File: config.mk
export PLATFORM = sky130hd
export DESIGN_NAME = regfile_pipe
export DESIGN_NICKNAME = d
export VERILOG_FILES = /design/src/rtl/regfile_pipe.sv
export SDC_FILE = /design/constraint.sdc
export NUM_CORES = 1
export LEC_CHECK = 0
export CAP_MARGIN = 10
export CORE_UTILIZATION = 45
export DETAILED_ROUTE_END_ITERATION = 12
export PLACE_DENSITY = 0.67
export SLEW_MARGIN = 20
export SYNTH_ARGS = -nofsm -noshare
export SYNTH_HDL_FRONTEND = slang
export SYNTH_SLANG_ARGS = --single-unit
File: constraint.sdc
create_clock -name clk -period 4.6 [get_ports clk]
set_clock_uncertainty 0.1 [all_clocks]
set_input_delay 0.92 -clock clk [delete_from_list [all_inputs] [get_ports clk]]
set_output_delay 0.92 -clock clk [all_outputs]
set_load 0.005 [all_outputs]
File: src/rtl/regfile_pipe.sv
// Register file with deferred writeback: destination addresses ride a WB_LAT-deep
// delay line and commit data_in when they reach the last stage.
module regfile_pipe #(
  parameter int DATA_W  = 16,
  parameter int ADDR_W  = 3,
  parameter int WB_LAT  = 1,
  parameter int BYPASS  = 1,
  parameter int ZERO_R0 = 0
) (
  input  logic              clk,
  input  logic              rst,
  input  logic [ADDR_W-1:0] rs1,
  input  logic [ADDR_W-1:0] rs2,
  input  logic [ADDR_W-1:0] rd,
  input  logic              rd_valid,
  input  logic [DATA_W-1:0] data_in,
  input  logic              wp,
  output logic [DATA_W-1:0] reg1data,
  output logic [DATA_W-1:0] reg2data,
  output logic              busy1,
  output logic              busy2
);

  localparam int NREGS  = 2 ** ADDR_W;
  // The committing stage drops out of the busy range when its data is forwarded.
  localparam int BUSY_N = (BYPASS != 0) ? WB_LAT - 1 : WB_LAT;

  logic [DATA_W-1:0] regs_q [NREGS];
  logic [WB_LAT-1:0] vld_q;
  logic [ADDR_W-1:0] addr_q [WB_LAT];

  logic              cmt_vld;
  logic [ADDR_W-1:0] cmt_addr;
  logic              cmt_wr;
  logic              fwd1, fwd2;
  logic              hit1, hit2;

  function automatic logic is_zero_reg(input logic [ADDR_W-1:0] a);
    return (ZERO_R0 != 0) && (a == '0);
  endfunction

  assign cmt_vld  = vld_q[WB_LAT-1];
  assign cmt_addr = addr_q[WB_LAT-1];
  assign cmt_wr   = cmt_vld && wp && !is_zero_reg(cmt_addr);

  assign fwd1 = (BYPASS != 0) && cmt_vld && wp && (cmt_addr == rs1);
  assign fwd2 = (BYPASS != 0) && cmt_vld && wp && (cmt_addr == rs2);

  assign reg1data = is_zero_reg(rs1) ? '0 : (fwd1 ? data_in : regs_q[rs1]);
  assign reg2data = is_zero_reg(rs2) ? '0 : (fwd2 ? data_in : regs_q[rs2]);

  always_comb begin
    hit1 = 1'b0;
    hit2 = 1'b0;
    for (int k = 0; k < WB_LAT; k++) begin
      if (k < BUSY_N && vld_q[k]) begin
        if (addr_q[k] == rs1) hit1 = 1'b1;
        if (addr_q[k] == rs2) hit2 = 1'b1;
      end
    end
  end

  assign busy1 = hit1 && !is_zero_reg(rs1);
  assign busy2 = hit2 && !is_zero_reg(rs2);

  // Stage valids and the register array are architectural state and clear on reset.
  always_ff @(posedge clk or posedge rst) begin
    if (rst) begin
      vld_q <= '0;
      for (int r = 0; r < NREGS; r++) regs_q[r] <= '0;
    end else begin
      vld_q[0] <= rd_valid;
      for (int k = 1; k < WB_LAT; k++) vld_q[k] <= vld_q[k-1];
      if (cmt_wr) regs_q[cmt_addr] <= data_in;
    end
  end

  // Addresses are only meaningful alongside their valid bit.
  always_ff @(posedge clk) begin
    addr_q[0] <= rd;
    for (int k = 1; k < WB_LAT; k++) addr_q[k] <= addr_q[k-1];
  end

endmodule

-- After elaboration in Yosys (flattened, before gate mapping)
Memory sizes are Yosys's and may differ from the RTL's.
Index checks and enable logic that the tools add are counted.
- word-level logic and storage cells: 34
- memories: 1
- RAM bits: 3
- flip-flop bits (word level): 129
- memory list (memory ; depth ; width ; read ports ; clocked after Yosys merged registers in ; write ports ; RTL line ; text):
    addr_q ; 1 ; 3 ; 1 ; 0 ; 1 ; 30 ; logic [ADDR_W-1:0] addr_q [WB_LAT];
- reduce and logical (&&, ||, !) cells: 4
- multiplexer cells: 11
- order comparisons: 4
- bitwise operators: 3
- equal/unequal tests: 2
- operators by type and width (cell ; count):
    bitwise mux 128 bit ; 1
    2-to-1 mux 16 bit ; 7
    binary-select mux 16 bit (select 3 bit) ; 2
    demux 16 bit (select 3 bit) ; 1
    greater-or-equal comparator 4 bit (second input constant) ; 3
    inverter 3 -> 4 bit ; 3
    == test 3 bit ; 2
    logical AND 1 bit ; 4
    < comparator 4 x 1 -> 1 bit (second input constant) ; 1

-- Longest topological paths before layout
Gate-level depths: netlist (run 1).
An unclocked memory read counts as a cell.
- depth after elaboration: 7
- depth in mapped cells: 6
- gate-level depth less buffers: 3

-- Least setup slack after synthesis (run 1)
OpenSTA, ideal clock, no wires.
- kind: in2out
- start point: input port rs1[1]
- end point: output port reg1data[4]
- cell stages on the path: 5
- arrival time: 2.214 ns
- buffers on the path: 2
- path slack: 1.366 ns
- required time: 3.580 ns
- cells stage by stage: buf_6 buf_6 mux4_1 mux2_2 mux2_4
- cells in the longest elaborated chain, start to end: 5
- elaborated cells between the ends (all ways): 7
- those cells by class: eq/ne: 1; mux: 4; bitwise: 1; reduce/logical: 1
- RTL lines (item ; RTL line ; text):
    start: declaration ; 12 ; input logic [ADDR_W-1:0] rs1,
    inverter 3 -> 4 bit (implied by the code) ; 49 ; assign reg1data = is_zero_reg(rs1) ? '0 : (fwd1 ? data_in : regs_q[rs1]);
    binary-select mux 16 bit (select 3 bit) ; 49 ;
    2-to-1 mux 16 bit (implied by the code) (2 in a row) ; 49 ;
    2-to-1 mux 16 bit * ; 49 ;
    end: declaration ; 18 ; output logic [DATA_W-1:0] reg1data,
Mark *: on every way between the ends. The rest lies on a longest branch, timed or not. The select of a mux whose other input is x is not followed.

-- Worst setup path in the final report (run 1)
- start point: input port rs2[1]
- end point: output port reg2data[4]
- cells in the longest elaborated chain, start to end: 5
- elaborated cells between the ends (all ways): 7
- those cells by class: eq/ne: 1; mux: 4; bitwise: 1; reduce/logical: 1
- RTL lines (item ; RTL line ; text):
    start: declaration ; 13 ; input logic [ADDR_W-1:0] rs2,
    inverter 3 -> 4 bit (implied by the code) ; 50 ; assign reg2data = is_zero_reg(rs2) ? '0 : (fwd2 ? data_in : regs_q[rs2]);
    binary-select mux 16 bit (select 3 bit) ; 50 ;
    2-to-1 mux 16 bit (implied by the code) (2 in a row) ; 50 ;
    2-to-1 mux 16 bit * ; 50 ;
    end: declaration ; 19 ; output logic [DATA_W-1:0] reg2data,
Marked as above.

==> impl_metrics.tcl, run 1 <==
set metrics [dict create \
    drc 0 \
    async_flop_share 0.9773 \
    cp-endpoint "reg2data[4]" \
    fin_total_pwr_mw 4.044 \
    drtAntennaViolNets 0 \
    wl_per_cell_um 23.59 \
    tightest_slew_ns 1.073 \
    synth_area_mm2 0.007685 \
    ios 63 \
    synth_seq_area_share 0.4279 \
    fin_ws_ns 0.2756 \
    grt_pass1_vias 4662 \
    met2RoutedLength_mm 8.597 \
    cts_tree "done" \
    ys_warn_count 0 \
    clockBufferDepth 2 \
    hold_viol 0 \
    cts_resized 0 \
    grt_remaining_overflow 0 \
    antenna_found_initial 0 \
    numCtsBuffers 17 \
    p_leak_nw 3.925 \
    critPathMaxFanout 33 \
    place.detailed.hpwl_mm 10.94 \
    avgSynthCellArea_um2 16.60 \
    layout-drive-gt1-share 0.4630 \
    period_share 0.9401 \
    grt_pass1_wl_mm 27.81 \
    diodes 0 \
    vias 4412 \
    start_kind "input pin" \
    hold_ws_ns 0.4071 \
    fmaxAchievable_ghz 0.2312 \
    grt_max_degree 62 \
    cts_hold_buffers 0 \
    clk_latency_ns 0.42 \
    syn_to_final_growth_pct 17.27 \
    max-vdd-ir-drop_mv 0.2900 \
    drt_iter0_markers 228 \
    clockRootBuffer "clkbuf_16" \
    dieHeight_um 132.7 \
    crit-reg2reg-capture "regs_q[53]" \
    htree_num_levels 4 \
    post_cts_buffers 0 \
    start_util 0.4618 \
    vias_per_cell 5.906 \
    routed-wl-met3_um 571 \
    place_inst 715 \
    routed_wl_mm 17.62 \
    top_layer "met4" \
    drt-pass1-iter-count 4 \
    fp.dieArea_mm2 0.01760 \
    period_minus_slack_ns 4.324 \
    clk_pin_slew_ns 0.05 \
    status "finished clean" \
    cts_sinks 132 \
    wl_met1_mm 8.174 \
    fillerInstances 1345 \
    rrSetupSlack_ns 2.49 \
    tns_ns 0 \
    cp.required_ns 3.58 \
    finalWeightedCongestion 0.7232 \
    dieWidth_um 132.7 \
    rows 47 \
    coreArea_mm2 0.01664 \
    arrival_ns 3.30 \
    slew_viol_final 0 \
    finalNonFillerCells 747 \
    path_class "in -> out" \
    hold_class "reg -> reg" \
    rsz0062_at_grt "false" \
    pre_cts_slack_ns 0.2872 \
    nets 543 \
    crit_start "rs2[1]" \
    setup.worst_path.end_class "output pin" \
    synthCells 463 \
    rr_startpoint "addr_q[0][2]" \
    synthFlopType "dfrtp_1" \
    maxCapViolCount 0 \
    setup_viol 0 \
    p_per_area_mw_per_mm2 448.7 \
    holdPathStages 1 \
    port_buffers 60 \
    reg2reg_depth 3 \
    slew_headroom 0.2849 \
    synth_edf_count 0 \
    synth_cell_types 25 \
    groute.usage.overall 0.2146 \
    ys_ff_latch 132 \
]
==> worst max-delay path, stage by stage <==
cell and delay (ns):
clkdlybuf4s50_1 0.51, buf_12 0.26, mux4_1 0.59, mux2_2 0.28
mux2_4 0.26, clkdlybuf4s50_1 0.47
==> synth_stat cells (2+ instances only) <==
library cell    n  area, µm²
buf_1          16      60.06
mux2_2        160       1802
nand4_1         2      12.51
dfxtp_1         3      60.06
clkbuf_1        3      11.26
or3_1           2      12.51
nand2b_1        2      12.51
mux2_4         22      330.3
nor2_1          6      22.52
xnor2_1         6      52.55
buf_6           9      101.4
mux4_2         10      225.2
buf_8           2      30.03
buf_4           5      37.54
buf_12          3      60.06
buf_2          13      65.06
mux2_1         10      112.6
dfrtp_1       129       3228
mux4_1         54       1419
==> cell type report <==
type | count | area [µm²] | area share
sequential | 132 | 3288 | 0.3648
clock buffer | 29 | 540.5 | 0.05997
clock inverter | 3 | 65.06 | 0.007219
timing repair buffer | 82 | 805.8 | 0.08941
tap | 220 | 275.3 | 0.03054
multi-input combinational | 280 | 4031 | 0.4473
inverter | 1 | 6.256 | 0.0006942
==> registers in the layout, summed over array words and instances (netlist names) <==
signal,count
cmt_vld,1
addr_q,3
regs_q,128
==> metrics by stage <==
step | util | instance area [µm²]
6_report | 0.5415 | 9012
5_1_grt | 0.5415 | 9012
4_1_cts | 0.5415 | 9012
3_5_place_dp | 0.5052 | 8407
3_3_place_gp | 0.5052 | 8407
2_1_floorplan | - | 7689
==> layer usage <==
metal,up-vias,GRT usage
li1,1916,-
met1,2373,0.2943
met2,98,0.3444
met3,25,0.04061
met4,0,0.07152
met5,-,0
==> logic make-up (layout without fill, tap and decap cells) <==
family,after synthesis,count (layout),synth area share
buf+inv,52,115,0.04803
other cells,1,2,0.0004880
mux,256,256,0.5060
xor+xnor,6,6,0.006838
flops,132,132,0.4279
simple gates,16,16,0.01074
==> cells in the final DEF (no fill, tap or decap), drive strengths merged, types with 2 or more instances in the layout <==
master,instances
mux2,192
dfrtp,129
mux4,64
clkdlybuf4s50,58
clkbuf,29
buf,24
nor2,6
xnor2,6
dfxtp,3
nand2b,2
or3,2
nand4,2
conb,2
bufinv,2
==> power by group <==
part / switching [mW] / internal [mW]
Clock: 0.479 / 0.899
Combinational: 0.310 / 0.746
Sequential: 0.182 / 1.43
==> worst min path at each step <==
| stage | from | end | slack (ns) |
|---|---|---|---|
| after global routing | regs_q[50] | regs_q[50] | 0.43 |
| after detailed placement | regs_q[55] | regs_q[55] | 0.40 |
| final | regs_q[49] | regs_q[49] | 0.41 |
| after CTS | regs_q[55] | regs_q[55] | 0.41 |
| after global placement | regs_q[56] | regs_q[56] | 0.38 |
| after floorplan | regs_q[48] | regs_q[48] | 0.37 |
(Power assumes the default switching activity.)
==> inputs of run 2 (changes only) <==
ABC_AREA = 1   (was not set)
==> run 2 against run 1 <==
Flip-flop and latch count unchanged. Critical path depth rose by 2. Count of clock-buffer cells in the layout is 3 lower. Die area increased by 2.6%. Global-route usage increased by 7.8 points. Critical path type unchanged.
==> impl_metrics.tcl, run 2 <==
set metrics [dict create \
    drt-pass1-iter-count 5 \
    fin_ws_ns 0.5669 \
    port_buffers 60 \
    cts_tree "done" \
    cp.required_ns 3.58 \
    grt_pass1_wl_mm 40.22 \
    tns_ns 0 \
    path_class "in -> out" \
    cp_slowest_cell "clkdlybuf4s50_1" \
    synth_area_mm2 0.007888 \
    slew_headroom 0.4750 \
    syn_to_final_growth_pct 15.94 \
    slowest_delay_ns 0.56 \
    synth_edf_count 0 \
    pre_cts_slack_ns 0.5593 \
    finalWeightedCongestion 0.8531 \
    clockRootBuffer "clkbuf_16" \
    async_flop_share 0.9773 \
    drc 0 \
    clk_pin_slew_ns 0.05 \
    layout-drive-gt1-share 0.05778 \
    numCtsBuffers 17 \
    start_kind "input pin" \
    fp.dieArea_mm2 0.01806 \
    tightest_slew_ns 0.7874 \
    antenna_found_initial 0 \
    max-vdd-ir-drop_mv 0.2904 \
    cts_hold_buffers 0 \
    final_common_cell "nand2_1" \
    rsz0062_at_grt "false" \
    period_share 0.8768 \
    synth_cell_types 20 \
    vias_per_cell 5.414 \
    synth_top_area_frac 0.4093 \
    top_register "regs_q" \
    cts_resized 0 \
    slew_viol_final 0 \
    synthFlopType "dfrtp_1" \
    met2_usage 0.4473 \
    start_util 0.4592 \
    fin_util 0.5324 \
    dieHeight_um 134.4 \
    rows 48 \
    synth_top_area_cell "dfrtp_1" \
    clk_latency_ns 0.43 \
    setup.worst_path.end_class "output pin" \
    ios 63 \
    cts_sinks 132 \
    arrival_ns 3.01 \
    path_cells "clkdlybuf4s50_1 -> inv_2 -> buf_4 -> nand3_1 -> nand3_1 -> nand3_1 -> nand2_1 -> clkdlybuf4s50_1" \
    coreArea_mm2 0.01718 \
    fin_total_pwr_mw 3.765 \
    synth.top_cells.by_area "dfrtp_1 41%, nand2_1 23%, nand3_1 14%, inv_1 6.9%, o21ai_0 6.4%" \
    yosysMostFrequentCell "nand2_1" \
    fin_area_mm2 0.009145 \
    status "finished clean" \
    grt_use_met1 0.4097 \
    grt_busiest_layer "met2" \
    cpMostUsedCell "nand3_1" \
    setup_viol 0 \
    period_minus_slack_ns 4.033 \
    synthCells 1207 \
    synth_common_cells "477 x nand2_1, 222 x nand3_1, 146 x inv_1, 129 x dfrtp_1, 101 x o21ai_0" \
    largest_reg_flops 128 \
    drt_iter0_markers 799 \
    ys_warn_count 0 \
    synth_seq_area_share 0.4169 \
    place.detailed.hpwl_mm 14.71 \
    grt_pass1_vias 7578 \
    dieWidth_um 134.4 \
    vias 7964 \
    use_met3 0.05933 \
    p_per_area_mw_per_mm2 411.6 \
    ys_ff_latch 132 \
    routed_wl_mm 24.96 \
    crit_buf_inv 4 \
    avgSynthCellArea_um2 6.535 \
    grt_max_degree 98 \
    grt_remaining_overflow 0 \
    maxCapViolCount 0 \
    wl_per_cell_um 16.97 \
    htree_num_levels 4 \
    nets 1262 \
    layout_common_cells "476 x nand2_1, 222 x nand3_1, 144 x inv_1" \
    place_area_mm2 0.008583 \
    post_cts_buffers 0 \
    hold_viol 0 \
    drtAntennaViolNets 0 \
    hold_class "reg -> reg" \
    critPathMaxFanout 32 \
    groute.usage.overall 0.2928 \
    fmaxAchievable_ghz 0.2479 \
    p_leak_nw 4.808 \
    clockBufferDepth 2 \
    diodes 0 \
    critPathTopFamily "buffers and inverters" \
]
## run 2: changes by cell type after synthesis, sizes merged, moves of 29 or more
cell and change:
nand2 +479, nand3 +221, mux2 -192, inv +155
o21ai +128, mux4 -64, clkbuf +29
## run 2: where the power goes
group	switching, mW	internal (mW)	total, mW
clock network	0.509	0.823	1.33
logic	0.550	0.364	0.913
registers	0.126	1.39	1.52
## run 2: worst paths after layout
check                                from           to  slack, ns  cells after the start
worst max-delay path               rs2[1]  reg2data[8]       0.57                      8
worst min-delay path            regs_q[8]    regs_q[8]       0.38                      2
worst max register to register    cmt_vld   regs_q[28]       2.75                      6
worst min register to register  regs_q[8]    regs_q[8]       0.38                      2
max in group asynchronous             rst   regs_q[53]       2.76                      3
min in group asynchronous             rst   regs_q[14]       0.75                      2
## run 2: kinds of logic (layout without fill, tap and decap cells)
| kind of cell | Yosys count | in the layout | share of synthesized area |
|---|---|---|---|
| and+or+nand+nor | 713 | 713 | 0.3793 |
| buffers and inverters | 233 | 271 | 0.1221 |
| DFF | 132 | 132 | 0.4169 |
| AOI/OAI and AO/OA | 128 | 128 | 0.08122 |
| other | 1 | 2 | 0.0004754 |
## run 2: per-stage QoR
stage,cells,hold slack (ns)
global placement,1439,0.3663
floorplan,1208,0.3530
CTS,1471,0.3861
global route,1471,0.4030
finish,1471,0.3836
detailed placement,1439,0.3729
## run 2: metal layers
metal	up-vias	share of wire
met3	58	0.094
met2	429	0.44
li1	3819	-
met1	3658	0.44
met4	0	0.025
met5	-	0
## run 2: layout make-up
cell class | instances | area, µm²
clock inverters | 6 | 80.08
clock buffers | 26 | 479.2
flip-flops and latches | 132 | 3288
inverters | 156 | 598.1
fillers | 1750 | 8031
well taps | 225 | 281.5
multi-input cells | 843 | 3642
repair buffers | 83 | 775.7
## run 2: worst register-to-register path: cells and delay by family, from the launching register on
kind,cells,cell delay [ns]
AOI/OAI and AO/OA,1,0.08
buffers and inverters,1,0.41
DFF,1,0.32
and+or+nand+nor,4,0.80
